==> config.mk <==
export PLATFORM = sky130hd
export DESIGN_NAME = unidade_controle_mc
export DESIGN_NICKNAME = d
export VERILOG_FILES = /design/src/rtl/unidade_controle_mc_pkg.sv /design/src/rtl/uc_wait_counter.sv /design/src/rtl/unidade_controle_mc.sv
export SDC_FILE = /design/constraint.sdc
export NUM_CORES = 1
export LEC_CHECK = 0
export ABC_AREA = 1
export CAP_MARGIN = 20
export CORE_UTILIZATION = 36
export CTS_CLUSTER_SIZE = 24
export DETAILED_ROUTE_END_ITERATION = 10
export HOLD_SLACK_MARGIN = 0.08
export PLACE_DENSITY = 0.69
export SYNTH_ARGS = -nofsm -noshare
export SYNTH_HDL_FRONTEND = slang
export SYNTH_SLANG_ARGS = --single-unit
==> constraint.sdc <==
create_clock -name clock -period 1.35 [get_ports clock]
set_clock_uncertainty 0.05 [all_clocks]
set_input_delay 0.3375 -clock clock [delete_from_list [all_inputs] [get_ports clock]]
set_output_delay 0.3375 -clock clock [all_outputs]
set_load 0.02 [all_outputs]
==> src/rtl/unidade_controle_mc_pkg.sv <==
// Shared types for the multicycle MIPS control unit: state encoding, opcode/funct values and datapath mux encodings.
// ILLEGAL_TRAP_EN adds the TRAP state.
package uc_pkg;

  localparam int UC_STATE_W = 5;
  localparam int CNT_W      = $clog2(16);

  typedef enum logic [UC_STATE_W-1:0] {
    ST_FETCH      = 5'd0,
    ST_FETCH_WAIT = 5'd1,
    ST_IR_WRITE   = 5'd2,
    ST_DECODE     = 5'd3,
    ST_EXEC_R     = 5'd4,
    ST_WRITE_RD   = 5'd5,
    ST_ADDR       = 5'd6,
    ST_STORE      = 5'd7,
    ST_LOAD_RD    = 5'd8,
    ST_LOAD_WAIT  = 5'd9,
    ST_LOAD_MDR   = 5'd10,
    ST_LOAD_WB    = 5'd11,
    ST_BRANCH     = 5'd12,
    ST_JUMP       = 5'd13,
    ST_LUI        = 5'd14,
    ST_ADDI_EX    = 5'd15,
    ST_ADDI_WB    = 5'd16,
    ST_BREAK      = 5'd17
`ifdef ILLEGAL_TRAP_EN
    , ST_TRAP     = 5'd18
`endif
  } ucState_t;

  localparam logic [5:0] OP_RTYPE = 6'h00;
  localparam logic [5:0] OP_J     = 6'h02;
  localparam logic [5:0] OP_BEQ   = 6'h04;
  localparam logic [5:0] OP_BNE   = 6'h05;
  localparam logic [5:0] OP_ADDI  = 6'h08;
  localparam logic [5:0] OP_LUI   = 6'h0F;
  localparam logic [5:0] OP_LW    = 6'h23;
  localparam logic [5:0] OP_SW    = 6'h2B;

  localparam logic [5:0] FN_NOP   = 6'h00;
  localparam logic [5:0] FN_BREAK = 6'h0D;

  localparam logic [1:0] PC_ALU     = 2'b00;
  localparam logic [1:0] PC_ALUOUT  = 2'b01;
  localparam logic [1:0] PC_JUMP    = 2'b10;

  localparam logic [1:0] MR_ALUOUT  = 2'b00;
  localparam logic [1:0] MR_MDR     = 2'b01;
  localparam logic [1:0] MR_LUI     = 2'b10;

  localparam logic [1:0] BALU_B     = 2'b00;
  localparam logic [1:0] BALU_4     = 2'b01;
  localparam logic [1:0] BALU_IMM   = 2'b10;
  localparam logic [1:0] BALU_IMMSH = 2'b11;

  localparam logic [1:0] ALU_ADD    = 2'b00;
  localparam logic [1:0] ALU_SUB    = 2'b01;
  localparam logic [1:0] ALU_FUNCT  = 2'b10;

  // Counter preload so that a wait state lasts exactly `lat` cycles.
  function automatic logic [CNT_W-1:0] waitInit(input int lat);
    return (lat > 0) ? CNT_W'(lat - 1) : '0;
  endfunction

endpackage

==> src/rtl/uc_wait_counter.sv <==
// Memory wait down-counter shared by the fetch and load wait states.
// Load has priority over decrement; holds at zero.
module uc_wait_counter
  import uc_pkg::*;
(
  input  logic             clock,
  input  logic             reset,
  input  logic             load,
  input  logic [CNT_W-1:0] loadVal,
  input  logic             dec,
  output logic             zero
);

  logic [CNT_W-1:0] count;

  always_ff @(posedge clock or negedge reset) begin
    if (!reset) begin
      count <= '0;
    end else if (load) begin
      count <= loadVal;
    end else if (dec && (count != '0)) begin
      count <= count - 1'b1;
    end
  end

  assign zero = (count == '0);

endmodule

==> src/rtl/unidade_controle_mc.sv <==
// Multicycle MIPS control unit: Moore FSM, outputs decoded from state only; memory wait of MEM_LATENCY cycles.
// No handshake: instruction length is fixed per opcode. ILLEGAL_TRAP_EN makes unknown opcodes trap instead of acting as nop.
module unidade_controle_mc
  import uc_pkg::*;
#(
  parameter int MEM_LATENCY = 1,
  parameter int STATE_W     = 5
) (
  input  logic               clock,
  input  logic               reset,
  input  logic [5:0]         OPcode,
  input  logic [5:0]         funct,
  output logic               EscreveMem,
  output logic               EscrevePC,
  output logic               EscrevePCCond,
  output logic               BranchNE,
  output logic [1:0]         OrigPC,
  output logic               RegDst,
  output logic               EscreveReg,
  output logic [1:0]         MemparaReg,
  output logic               IouD,
  output logic               EscreveIR,
  output logic               EscreveMDR,
  output logic               EscreveAluOut,
  output logic               OrigAALU,
  output logic [1:0]         OrigBALU,
  output logic [1:0]         OpALU,
  output logic               Halt,
  output logic               Trap,
  output logic [STATE_W-1:0] State
);

  localparam logic [CNT_W-1:0] WAIT_INIT = waitInit(MEM_LATENCY);

  ucState_t state, nextState;
  logic     isBne, isLoad;
  logic     cntLoad, cntDec, cntZero;

  uc_wait_counter waitCnt (
    .clock   (clock),
    .reset   (reset),
    .load    (cntLoad),
    .loadVal (WAIT_INIT),
    .dec     (cntDec),
    .zero    (cntZero)
  );

  // The opcode is only trusted in DECODE; later states use these captured flags.
  always_ff @(posedge clock or negedge reset) begin
    if (!reset) begin
      state  <= ST_FETCH;
      isBne  <= 1'b0;
      isLoad <= 1'b0;
    end else begin
      state <= nextState;
      if (state == ST_DECODE) begin
        isBne  <= (OPcode == OP_BNE);
        isLoad <= (OPcode == OP_LW);
      end
    end
  end

  always_comb begin
    nextState = ST_FETCH;
    cntLoad   = 1'b0;
    cntDec    = 1'b0;
    case (state)
      ST_FETCH: begin
        if (MEM_LATENCY > 0) begin
          nextState = ST_FETCH_WAIT;
          cntLoad   = 1'b1;
        end else begin
          nextState = ST_IR_WRITE;
        end
      end
      ST_FETCH_WAIT: begin
        nextState = cntZero ? ST_IR_WRITE : ST_FETCH_WAIT;
        cntDec    = 1'b1;
      end
      ST_IR_WRITE: nextState = ST_DECODE;
      ST_DECODE: begin
        case (OPcode)
          OP_RTYPE: begin
            if (funct == FN_BREAK)    nextState = ST_BREAK;
            else if (funct == FN_NOP) nextState = ST_FETCH;
            else                      nextState = ST_EXEC_R;
          end
          OP_LW, OP_SW:   nextState = ST_ADDR;
          OP_BEQ, OP_BNE: nextState = ST_BRANCH;
          OP_J:           nextState = ST_JUMP;
          OP_LUI:         nextState = ST_LUI;
          OP_ADDI:        nextState = ST_ADDI_EX;
`ifdef ILLEGAL_TRAP_EN
          default:        nextState = ST_TRAP;
`else
          default:        nextState = ST_FETCH;
`endif
        endcase
      end
      ST_EXEC_R:  nextState = ST_WRITE_RD;
      ST_ADDR:    nextState = isLoad ? ST_LOAD_RD : ST_STORE;
      ST_LOAD_RD: begin
        if (MEM_LATENCY > 0) begin
          nextState = ST_LOAD_WAIT;
          cntLoad   = 1'b1;
        end else begin
          nextState = ST_LOAD_MDR;
        end
      end
      ST_LOAD_WAIT: begin
        nextState = cntZero ? ST_LOAD_MDR : ST_LOAD_WAIT;
        cntDec    = 1'b1;
      end
      ST_LOAD_MDR: nextState = ST_LOAD_WB;
      ST_ADDI_EX:  nextState = ST_ADDI_WB;
      ST_BREAK:    nextState = ST_BREAK;
`ifdef ILLEGAL_TRAP_EN
      ST_TRAP:     nextState = ST_TRAP;
`endif
      default:     nextState = ST_FETCH;
    endcase
  end

  always_comb begin
    EscreveMem    = 1'b0;
    EscrevePC     = 1'b0;
    EscrevePCCond = 1'b0;
    BranchNE      = 1'b0;
    OrigPC        = PC_ALU;
    RegDst        = 1'b0;
    EscreveReg    = 1'b0;
    MemparaReg    = MR_ALUOUT;
    IouD          = 1'b0;
    EscreveIR     = 1'b0;
    EscreveMDR    = 1'b0;
    EscreveAluOut = 1'b0;
    OrigAALU      = 1'b0;
    OrigBALU      = BALU_B;
    OpALU         = ALU_ADD;
    Halt          = 1'b0;
    case (state)
      ST_IR_WRITE: begin
        EscreveIR = 1'b1;
        EscrevePC = 1'b1;
        OrigBALU  = BALU_4;
      end
      ST_DECODE: begin
        OrigBALU      = BALU_IMMSH;
        EscreveAluOut = 1'b1;
      end
      ST_EXEC_R: begin
        OrigAALU      = 1'b1;
        OpALU         = ALU_FUNCT;
        EscreveAluOut = 1'b1;
      end
      ST_WRITE_RD: begin
        RegDst     = 1'b1;
        EscreveReg = 1'b1;
      end
      ST_ADDR, ST_ADDI_EX: begin
        OrigAALU      = 1'b1;
        OrigBALU      = BALU_IMM;
        EscreveAluOut = 1'b1;
      end
      ST_STORE: begin
        IouD       = 1'b1;
        EscreveMem = 1'b1;
      end
      ST_LOAD_RD, ST_LOAD_WAIT: IouD = 1'b1;
      ST_LOAD_MDR: begin
        IouD       = 1'b1;
        EscreveMDR = 1'b1;
      end
      ST_LOAD_WB: begin
        MemparaReg = MR_MDR;
        EscreveReg = 1'b1;
      end
      ST_BRANCH: begin
        OrigAALU      = 1'b1;
        OpALU         = ALU_SUB;
        EscrevePCCond = 1'b1;
        OrigPC        = PC_ALUOUT;
        BranchNE      = isBne;
      end
      ST_JUMP: begin
        EscrevePC = 1'b1;
        OrigPC    = PC_JUMP;
      end
      ST_LUI: begin
        MemparaReg = MR_LUI;
        EscreveReg = 1'b1;
      end
      ST_ADDI_WB: EscreveReg = 1'b1;
      ST_BREAK:   Halt = 1'b1;
      default: ;
    endcase
  end

`ifdef ILLEGAL_TRAP_EN
  assign Trap = (state == ST_TRAP);
`else
  assign Trap = 1'b0;
`endif

  assign State = STATE_W'(state);

endmodule

==> flow_summary.toml, run 1 <==
[logic_synthesis]
synth-warning-count = 0
synth-edff-count = 0
synth-main-ff-cell = "dfrtp_1"
ys_seq_area_frac = 0.285
synth_common_cells = "nand2_1 (34), nor2_1 (32), inv_1 (29)"
synthTopCellsByArea = "dfrtp_1 (28%), nand2_1 (13%), nor2_1 (12%), inv_1 (11%), nand3_1 (9.3%)"
postSynthCellCount = 161
synth-seq-cells = 11
synth_fp_nets = 177
synth.distinct_cells = 24
synth_top_area_cell = "dfrtp_1"
synth_top_area_share = 0.285
netlist_area_sq_um = 966
synth_most_common_cell = "nand2_1"
synthArstFlopShare = 1.00
synth_area_per_cell_sq_um = 6.00

[worst_setup_path]
cp_slowest_cell = "dfrtp_2"
worstPathArrival_ns = 1.48
crit_start = "State[0]"
reg2reg_depth = 10
crit_family = "flip-flops"
startpoint_type = "flip-flop"
cp_max_fo = 5
worstPathRequired_ns = 0.96
max_stage_delay_ns = 0.48
crit_chain = "inv_4 -> nand3_4 -> buf_4 -> o22ai_4 -> buf_6"
rr_startpoint = "State[4]"
end_kind = "output port"
crit_buf_inv = 3
path_class = "reg -> out"
cp.depth = 5

[die]
boundaryPins = 40
die_w_um = 53.8
die_h_um = 53.8
start_util = 0.386
core_sq_um = 2500
die_area_sq_um = 2890
std_cell_rows = 18

[power_and_ir_drop]
peakVddDrop_uv = 1410
switchingPower_mw = 1.51
seq_power_share = 0.186
leakage_nw = 1.08
power.internal_mw = 1.61
pwr-share-clk = 0.072
combPwrFrac = 0.741
swShare = 0.483
power.density_nw_per_um2 = 1510

[global_routing]
grt_max_degree = 11
grt-ovfl-total = 0
grt_use_total = 0.248
grt_pass1_vias = 1275
antenna_found_initial = 0
grt_pass1_wl_mm = 5.18

[timing]
setup_ws_ns = -0.516
setup_viol = 35
period_share = 1.38
timing.hold.ws_ns = 0.154
tns_ns = -10.36
slew_viol_final = 0
period_needed_ns = 1.87
rsz0062_at_grt = "yes"
final_hold_viol_count = 0
fmax_mhz = 536

[cts]
cts.sinks = 11
clkLatencyLatePin_ns = 0.27
htree_levels = 1
cts_buffers = 3
clk_pin_slew_worst_paths_ns = 0.08
clock_path_buffers = 2
cts_tree = "done"
root_buffer = "clkbuf_4"

[placed_design]
placed_area_sq_um = 1700
dp_hpwl_mm = 2.39
routabilityCongestion = 0.862
portBuffers = 38
dp.cells = 255
pre_cts_slack_ns = -0.657

[detailed_routing]
wl_per_cell_um = 13.5
drtPass1Iterations = 5
vias = 1362
drc = 0
drtIter0Drc = 19
vias_per_cell = 4.93
ant_nets = 0
totalWireLength_mm = 3.72

[final_layout]
nets = 263
num-fill-cells = 146
diodes = 0
seq_area_sq_um = 282
fin_cells = 276
drive_gt1_frac = 0.565
multi_input_area_sq_um = 783
post-route-cell-area_sq_um = 2060
synthToLayoutAreaGrowth_pct = 114

[flow_run]
drv_cap = 0

[status]
status = "finished, violations left"
failed_checks = "negative setup slack"

[hold_path]
min_path_type = "in -> async"
-- cell families (layout without fill, tap and decap cells) --
logic type	after synthesis	in the layout	synth area share
flops	11	11	0.285
fa+ha+maj	2	2	0.0259
xor+xnor	1	1	0.00907
other cells	1	1	0.00388
compound gates	15	15	0.0907
buf+inv	36	121	0.153
simple gates	95	95	0.433
-- power by group through the flow --
stage / clock (mW) / sequential [mW] / combinational (mW)
after floorplan: 0 / 0.588 / 0.945
after global routing: 0.257 / 0.593 / 2.46
after global placement: 0 / 0.540 / 1.66
after CTS: 0.235 / 0.549 / 2.02
final: 0.226 / 0.581 / 2.31
after detailed placement: 0 / 0.545 / 1.70
-- sequential cells by signal (all words and copies together) (netlist names) --
| name | flops |
|---|---|
| State | 5 |
| isBne | 1 |
| isLoad | 1 |
| waitCnt.count | 4 |
-- repair_timing --
item | in CTS | in global routing
setup buffers | 15 | 11
gates cloned | 0 | 0
endpoints found under the setup margin | 33 | 35
pin swaps | 12 | 14
endpoints found under the hold margin | 0 | 0
hold buffers | 0 | 0
resized for setup | 163 | 45
-- metal layers --
layer	GRT usage	part of all wire	vias to the layer above
met5	0	0	-
met4	0.118	0.030	0
met3	0.0169	0.034	10
met2	0.492	0.56	49
met1	0.256	0.38	630
li1	-	-	673
-- through the flow --
step / power, mW / utilization
3_5_place_dp: 2.25 / 0.680
3_3_place_gp: 2.20 / 0.680
2_1_floorplan: 1.53 / -
5_1_grt: 3.31 / 0.825
4_1_cts: 2.81 / 0.770
6_report: 3.12 / 0.825
-- final cells by class --
cell class | instances | area share
Multi-Input combinational cell | 114 | 0.380
Clock inverter | 1 | 0.00243
Sequential cell | 11 | 0.136
Timing Repair Buffer | 84 | 0.384
Clock buffer | 3 | 0.0109
Inverter | 33 | 0.0685
Tap cell | 30 | 0.0182
-- path summary, 6_finish.rpt --
check,slack (ns),end
setup / recovery,-0.52,EscrevePC
hold / removal,0.15,waitCnt.count[2]
setup reg to reg,-0.22,State[0]
hold reg to reg,0.45,waitCnt.count[0]
max in group asynchronous,0.74,State[3]
min in group clock,0.45,waitCnt.count[0]
-- cells in the final DEF, fill, tap and decap left out, types with 2 or more instances in the layout --
cell type        synthesis  final
buf_4                    3     36
o21ai_0                  7      2
clkdlybuf4s50_1          0     10
nor2_1                  32     15
nand3_2                  2      3
nor3_4                   0      2
clkbuf_4                 0      3
inv_1                   29     19
nand2_1                 34     25
nand2_2                  3      8
o22ai_1                  3      2
ha_1                     2      2
dfrtp_1                 11      6
dlymetal6s2s_1           0      2
o21ai_2                  1      5
nand3_1                 18     15
inv_2                    3      8
nand2_4                  0      3
inv_4                    0      5
nand3_4                  0      2
dfrtp_2                  0      5
o21ai_1                  2      3
nor2_2                   2      6
buf_6                    0     34
nor2_4                   0     13
Power figures use the tool's default switching activity.
==> run 2, diff against run 1 <==
--- a/config.mk
+++ b/config.mk
@@ -5,13 +5,13 @@
 export SDC_FILE = /design/constraint.sdc
 export NUM_CORES = 1
 export LEC_CHECK = 0
-export ABC_AREA = 1
+export ABC_AREA = 0
 export CAP_MARGIN = 20
 export CORE_UTILIZATION = 36
 export CTS_CLUSTER_SIZE = 24
 export DETAILED_ROUTE_END_ITERATION = 10
 export HOLD_SLACK_MARGIN = 0.08
-export PLACE_DENSITY = 0.69
+export PLACE_DENSITY = 0.76
 export SYNTH_ARGS = -nofsm -noshare
 export SYNTH_HDL_FRONTEND = slang
 export SYNTH_SLANG_ARGS = --single-unit
==> constraint.sdc (replaced) <==
create_clock -name clock -period 2.2 [get_ports clock]
set_clock_uncertainty 0.05 [all_clocks]
set_input_delay 0.55 -clock clock [delete_from_list [all_inputs] [get_ports clock]]
set_output_delay 0.55 -clock clock [all_outputs]
set_load 0.02 [all_outputs]
==> run 2 against run 1 <==
Against the previous run:
- the run now ends clean
- utilization down 18 points
- clock power down 42%
- first-iteration DRC count up 42%
- worst setup slack gained 0.52 ns
- combinational power down 53%
==> flow_summary.toml, run 2 <==
[cts]
clk_pin_slew_worst_paths_ns = 0.07
root_buffer = "clkbuf_4"
cts_buffers = 3
hold_buffers = 0
clock_path_buffers = 2
cts.sinks = 11
cts_tree = "done"
htree_levels = 1
clkLatencyLatePin_ns = 0.27

[logic_synthesis]
synth-edff-count = 0
synth_most_common_cell = "nor2_1"
synth_common_cells = "nor2_1 (22), dfrtp_1 (11), nand2_1 (8)"
synth-main-ff-cell = "dfrtp_1"
ys_seq_area_frac = 0.276
synth-seq-cells = 11
synth_fp_nets = 143
synth_area_per_cell_sq_um = 7.84
netlist_area_sq_um = 996
synth-warning-count = 0
synth.distinct_cells = 42
synthTopCellsByArea = "dfrtp_1 (28%), nor2_1 (8.3%), xnor2_1 (3.5%), nand2b_1 (3.1%), nor3_1 (3.0%)"
synth_top_area_cell = "dfrtp_1"
synth_top_area_share = 0.276
synthArstFlopShare = 1.00
postSynthCellCount = 127

[worst_setup_path]
path_class = "reg -> out"
crit_chain = "buf_4 -> nand2_2 -> nor2_1 -> or2_2 -> clkdlybuf4s15_2"
startpoint_type = "flip-flop"
cp_slowest_cell = "dfrtp_1"
cp_max_fo = 8
end_kind = "output port"
max_stage_delay_ns = 0.43
worstPathArrival_ns = 1.59
worstPathRequired_ns = 1.60

[global_routing]
grt_max_degree = 12
grt-ovfl-total = 0
grt_use_total = 0.226
grt_pass1_vias = 1171
grt_pass1_wl_mm = 4.88
antenna_found_initial = 0

[final_layout]
layout_common_cells = "buf_4 (41), nor2_1 (19), clkdlybuf4s50_1 (17)"
seq_area_sq_um = 278
num-fill-cells = 226
synthToLayoutAreaGrowth_pct = 64.2
post-route-cell-area_sq_um = 1640
drive_gt1_frac = 0.379
mostFrequentLayoutCell = "buf_4"
diodes = 0
postLayoutCoreUtil = 0.643
nets = 212
multi_input_area_sq_um = 694
largest_register_ffs = 5

[power_and_ir_drop]
power.density_nw_per_um2 = 913
pwr-share-clk = 0.089
swShare = 0.432
leakage_nw = 0.737
switchingPower_uw = 645
combPwrFrac = 0.725
finalPower_mw = 1.49
power.internal_uw = 847
seq_power_share = 0.186
peakVddDrop_uv = 688

[timing]
rsz0062_at_grt = "yes"
final_hold_viol_count = 0
tns_ns = 0
period_share = 0.997
slew_viol_final = 0
timing.hold.ws_ns = 0.482
setup_viol = 0
period_needed_ns = 2.19
fmax_mhz = 456

[detailed_routing]
drtPass1Iterations = 4
vias_per_cell = 5.52
wl_per_cell_um = 13.5
ant_nets = 0
totalWireLength_mm = 3.05
drtIter0Drc = 27
drc = 0
vias = 1241

[placed_design]
routabilityCongestion = 0.832
placed_area_sq_um = 1620
portBuffers = 38
dp_hpwl_mm = 2.49

[die]
die_w_um = 54.6
core_sq_um = 2540
die_h_um = 54.6
die_area_sq_um = 2980
std_cell_rows = 18
boundaryPins = 40
start_util = 0.391

[flow_run]
drv_cap = 0

[hold_path]
min_path_type = "reg -> reg"

[status]
status = "completed"
run 2: power groups by stage:
| stage | sequential [mW] | clock (mW) | combinational [mW] |
|---|---|---|---|
| 4_1_cts | 0.275 | 0.137 | 1.06 |
| 5_1_grt | 0.282 | 0.147 | 1.16 |
| 6_report | 0.278 | 0.132 | 1.08 |
| 3_5_place_dp | 0.283 | 0 | 1.05 |
| 3_3_place_gp | 0.279 | 0 | 1.03 |
| 2_1_floorplan | 0.295 | 0 | 0.512 |
run 2: final timing paths:
kind                                from  cells after the start        end  slack, ns
worst max-delay path            State[3]                      5  EscrevePC      0.006
worst min-delay path               isBne                      2      isBne       0.48
worst max register to register  State[0]                      7   State[3]       0.09
worst min register to register     isBne                      2      isBne       0.48
max in group asynchronous          reset                      1   State[2]       1.20
min in group asynchronous          reset                      1   State[4]       0.55
run 2: logic make-up after synthesis:
family | count (synthesis) | synth area share
AND/OR/NAND/NOR | 69 | 0.379
AO/OA/AOI/OAI | 24 | 0.172
buffers and inverters | 12 | 0.0678
flip-flops | 11 | 0.276
XOR/XNOR | 6 | 0.0528
adder cells (fa/ha/maj) | 2 | 0.0251
multiplexers | 2 | 0.0226
other | 1 | 0.00377
run 2: area by class of cell:
type	instances	share of cell area
multi-input cells	104	0.425
inverters	2	0.00459
repair buffers	74	0.362
flip-flops and latches	11	0.170
clock buffers	4	0.0161
well taps	30	0.0230
run 2: worst max-delay path, delay by kind of cell (launching register included):
| family | cells | cell delay, ns |
|---|---|---|
| AND/OR/NAND/NOR | 3 | 0.45 |
| buffers and inverters | 2 | 0.44 |
| flip-flops | 1 | 0.43 |
run 2: metrics by stage:
| stage | cells | setup WS, ns |
|---|---|---|
| 6_report | 225 | 0.00596 |
| 5_1_grt | 225 | -0.0649 |
| 4_1_cts | 225 | 0.00509 |
| 3_5_place_dp | 219 | -0.149 |
| 3_3_place_gp | 219 | -0.112 |
| 2_1_floorplan | 127 | 0.00145 |
run 2: metal layers:
layer,vias to the layer above,share of wire,wire [um],GRT usage
li1,594,-,-,-
met1,588,0.40,1220,0.246
met2,55,0.52,1590,0.442
met3,4,0.067,203,0.0278
met4,0,0.011,35,0.0684
met5,-,0,0,0
run 2: what timing repair did:
action                                  CTS  global route
resized for setup                        62            26
endpoints found under the setup margin   22            18
pin swaps                                 0             2
cloned                                    0             0
buffers inserted                          2             0
==> run 3, diff against run 2 <==
--- a/config.mk
+++ b/config.mk
@@ -12,6 +12,8 @@
 export DETAILED_ROUTE_END_ITERATION = 10
 export HOLD_SLACK_MARGIN = 0.08
 export PLACE_DENSITY = 0.76
+export SLEW_MARGIN = 20
 export SYNTH_ARGS = -nofsm -noshare
 export SYNTH_HDL_FRONTEND = slang
 export SYNTH_SLANG_ARGS = --single-unit
+export TNS_END_PERCENT = 30
==> constraint.sdc (replaced) <==
create_clock -name clock -period 2.5 [get_ports clock]
set_clock_uncertainty 0.05 [all_clocks]
set_input_delay 0.625 -clock clock [delete_from_list [all_inputs] [get_ports clock]]
set_output_delay 0.625 -clock clock [all_outputs]
set_load 0.02 [all_outputs]
==> run 3 against run 2 <==
Against the previous run:
- via count fell by 9.3%
- largest power group unchanged
- register-to-register slack improved by 0.47 ns
- worst setup slack improved by 0.083 ns
- highest routed layer unchanged
- largest cell class unchanged
- sequential power fell by 6%
- die area did not move
- first-iteration DRC count rose by 3.7%
==> flow_summary.toml, run 3 (synthesized netlist as in run 2, its figures left out) <==
[cts]
clkLatencyLatePin_ns = 0.25
clk_pin_slew_worst_paths_ns = 0.06
cts_buffers = 3
root_buffer = "clkbuf_4"
htree_levels = 1
cts_tree = "done"
post_cts_buffers = 0
clock_path_buffers = 2
hold_buffers = 0
cts.sinks = 11

[placed_design]
portBuffers = 38
dp.cells = 201
dp_hpwl_mm = 2.29
routabilityCongestion = 0.835
placed_area_sq_um = 1470

[worst_setup_path]
r2r-end = "State[0]"
cp_slowest_cell = "dfrtp_1"
crit_family = "buffers and inverters"
path_class = "reg -> out"
startpoint_type = "flip-flop"
r2r_slack_ns = 0.56
crit_chain = "buf_4 -> mux2_2 -> o22a_1 -> nor2_1 -> dlygate4sd2_1"
worstPathRequired_ns = 1.82
reg2reg_depth = 4
worstPathArrival_ns = 1.74
max_stage_delay_ns = 0.42
rr_startpoint = "State[0]"
crit_buf_inv = 2
cp_max_fo = 6
end_kind = "output port"

[die]
die_w_um = 54.6
start_util = 0.391
die_area_sq_um = 2980
core_sq_um = 2540
std_cell_rows = 18
die_h_um = 54.6
boundaryPins = 40

[global_routing]
grt_pass1_vias = 1011
grt_use_total = 0.206
antenna_found_initial = 0
grt-ovfl-total = 0
grt_max_degree = 14
grt_pass1_wl_mm = 4.34

[hold_path]
min_path_type = "reg -> reg"
hp-start = "isBne"
worstHoldEndpoint = "isBne"
holdPathStages = 2

[detailed_routing]
drtIter0Drc = 28
vias = 1125
totalWireLength_mm = 2.74
vias_per_cell = 5.49
ant_nets = 0
drc = 0
wl_per_cell_um = 13.4
drtPass1Iterations = 4

[status]
status = "completed"

[timing]
relSlewSlack = 0.579
period_needed_ns = 2.41
timing.hold.ws_ns = 0.469
rsz0062_at_grt = "no"
period_share = 0.964
tightest_slew_ns = 0.631
fmax_mhz = 415
final_hold_viol_count = 0
setup_viol = 0
slew_viol_final = 0

[power_and_ir_drop]
leakage_nw = 0.704
peakVddDrop_uv = 571
finalPower_mw = 1.12
power.density_nw_per_um2 = 754

[final_layout]
post-route-cell-area_sq_um = 1480
mostFrequentLayoutCell = "nor2_1"
drive_gt1_frac = 0.166
largest_register_ffs = 5
fin_cells = 205
layout_common_cells = "nor2_1 (22), clkdlybuf4s50_1 (18), dlygate4sd2_1 (16), buf_4 (16), dfrtp_1 (9)"
diodes = 0
nets = 192
synthToLayoutAreaGrowth_pct = 48.9

[flow_run]
drv_cap = 0
==> run 3: changes by cell type in the layout (fill, tap and decap cells not counted), moves of 2 or more <==
| cell | before | now |
|---|---|---|
| buf_2 | 5 | 0 |
| nor2_1 | 19 | 22 |
| dlygate4sd2_1 | 3 | 16 |
| nor2_2 | 2 | 0 |
| buf_4 | 41 | 16 |
| dlymetal6s2s_1 | 0 | 2 |
| clkbuf_2 | 4 | 1 |
==> run 3: power by group <==
part           internal (mW)  switching [mW]
sequential             0.206          0.0534
combinational          0.340           0.410
clock                 0.0613          0.0470
==> run 3: per-stage QoR <==
step	util	setup TNS (ns)	setup slack, ns
after floorplan	-	0	0.114
after global placement	0.579	0	0.0583
after detailed placement	0.579	-0.0715	-0.0715
after CTS	0.582	0	0.00720
after global routing	0.583	0	0.000204
final	0.583	0	0.0892
==> run 3: how the worst max path moves through the flow <==
stage                         from  cells past startpoint             to  slack, ns
after floorplan           State[2]                      5       BranchNE       0.11
after global placement    State[1]                      4       BranchNE       0.06
after detailed placement  State[2]                      5     EscreveReg      -0.07
after CTS                 State[2]                      4  MemparaReg[1]      0.007
after global routing      State[1]                      4       OpALU[0]     0.0002
final                     State[0]                      5  EscreveAluOut       0.09
==> run 3: area by class of cell <==
| class | instances | area (sq um) |
|---|---|---|
| clock buffer | 4 | 26.3 |
| timing repair buffer | 54 | 480 |
| tap | 30 | 37.5 |
| multi-input combinational | 104 | 653 |
| inverter | 2 | 7.51 |
| fill | 242 | 1060 |
| sequential | 11 | 278 |
==> run 3: worst reg2reg max path: cells and delay by family (launching register included) <==
| kind | cells | cell delay [ns] |
|---|---|---|
| AOI/OAI and AO/OA | 1 | 0.38 |
| and+or+nand+nor | 2 | 0.79 |
| buffers and inverters | 1 | 0.17 |
| DFF | 1 | 0.41 |
==> run 3: per-layer routing <==
| metal | track usage | up-vias | share of wire |
|---|---|---|---|
| met4 | 0.103 | 0 | 0.012 |
| met5 | 0 | - | 0 |
| met3 | 0.0333 | 8 | 0.059 |
| met2 | 0.365 | 50 | 0.50 |
| met1 | 0.235 | 515 | 0.43 |
| li1 | - | 552 | - |
==> run 3: what timing repair did <==
action	in CTS	in global routing
gates resized for setup	20	6
endpoints found under the hold margin	0	0
endpoints found under the setup margin	20	4
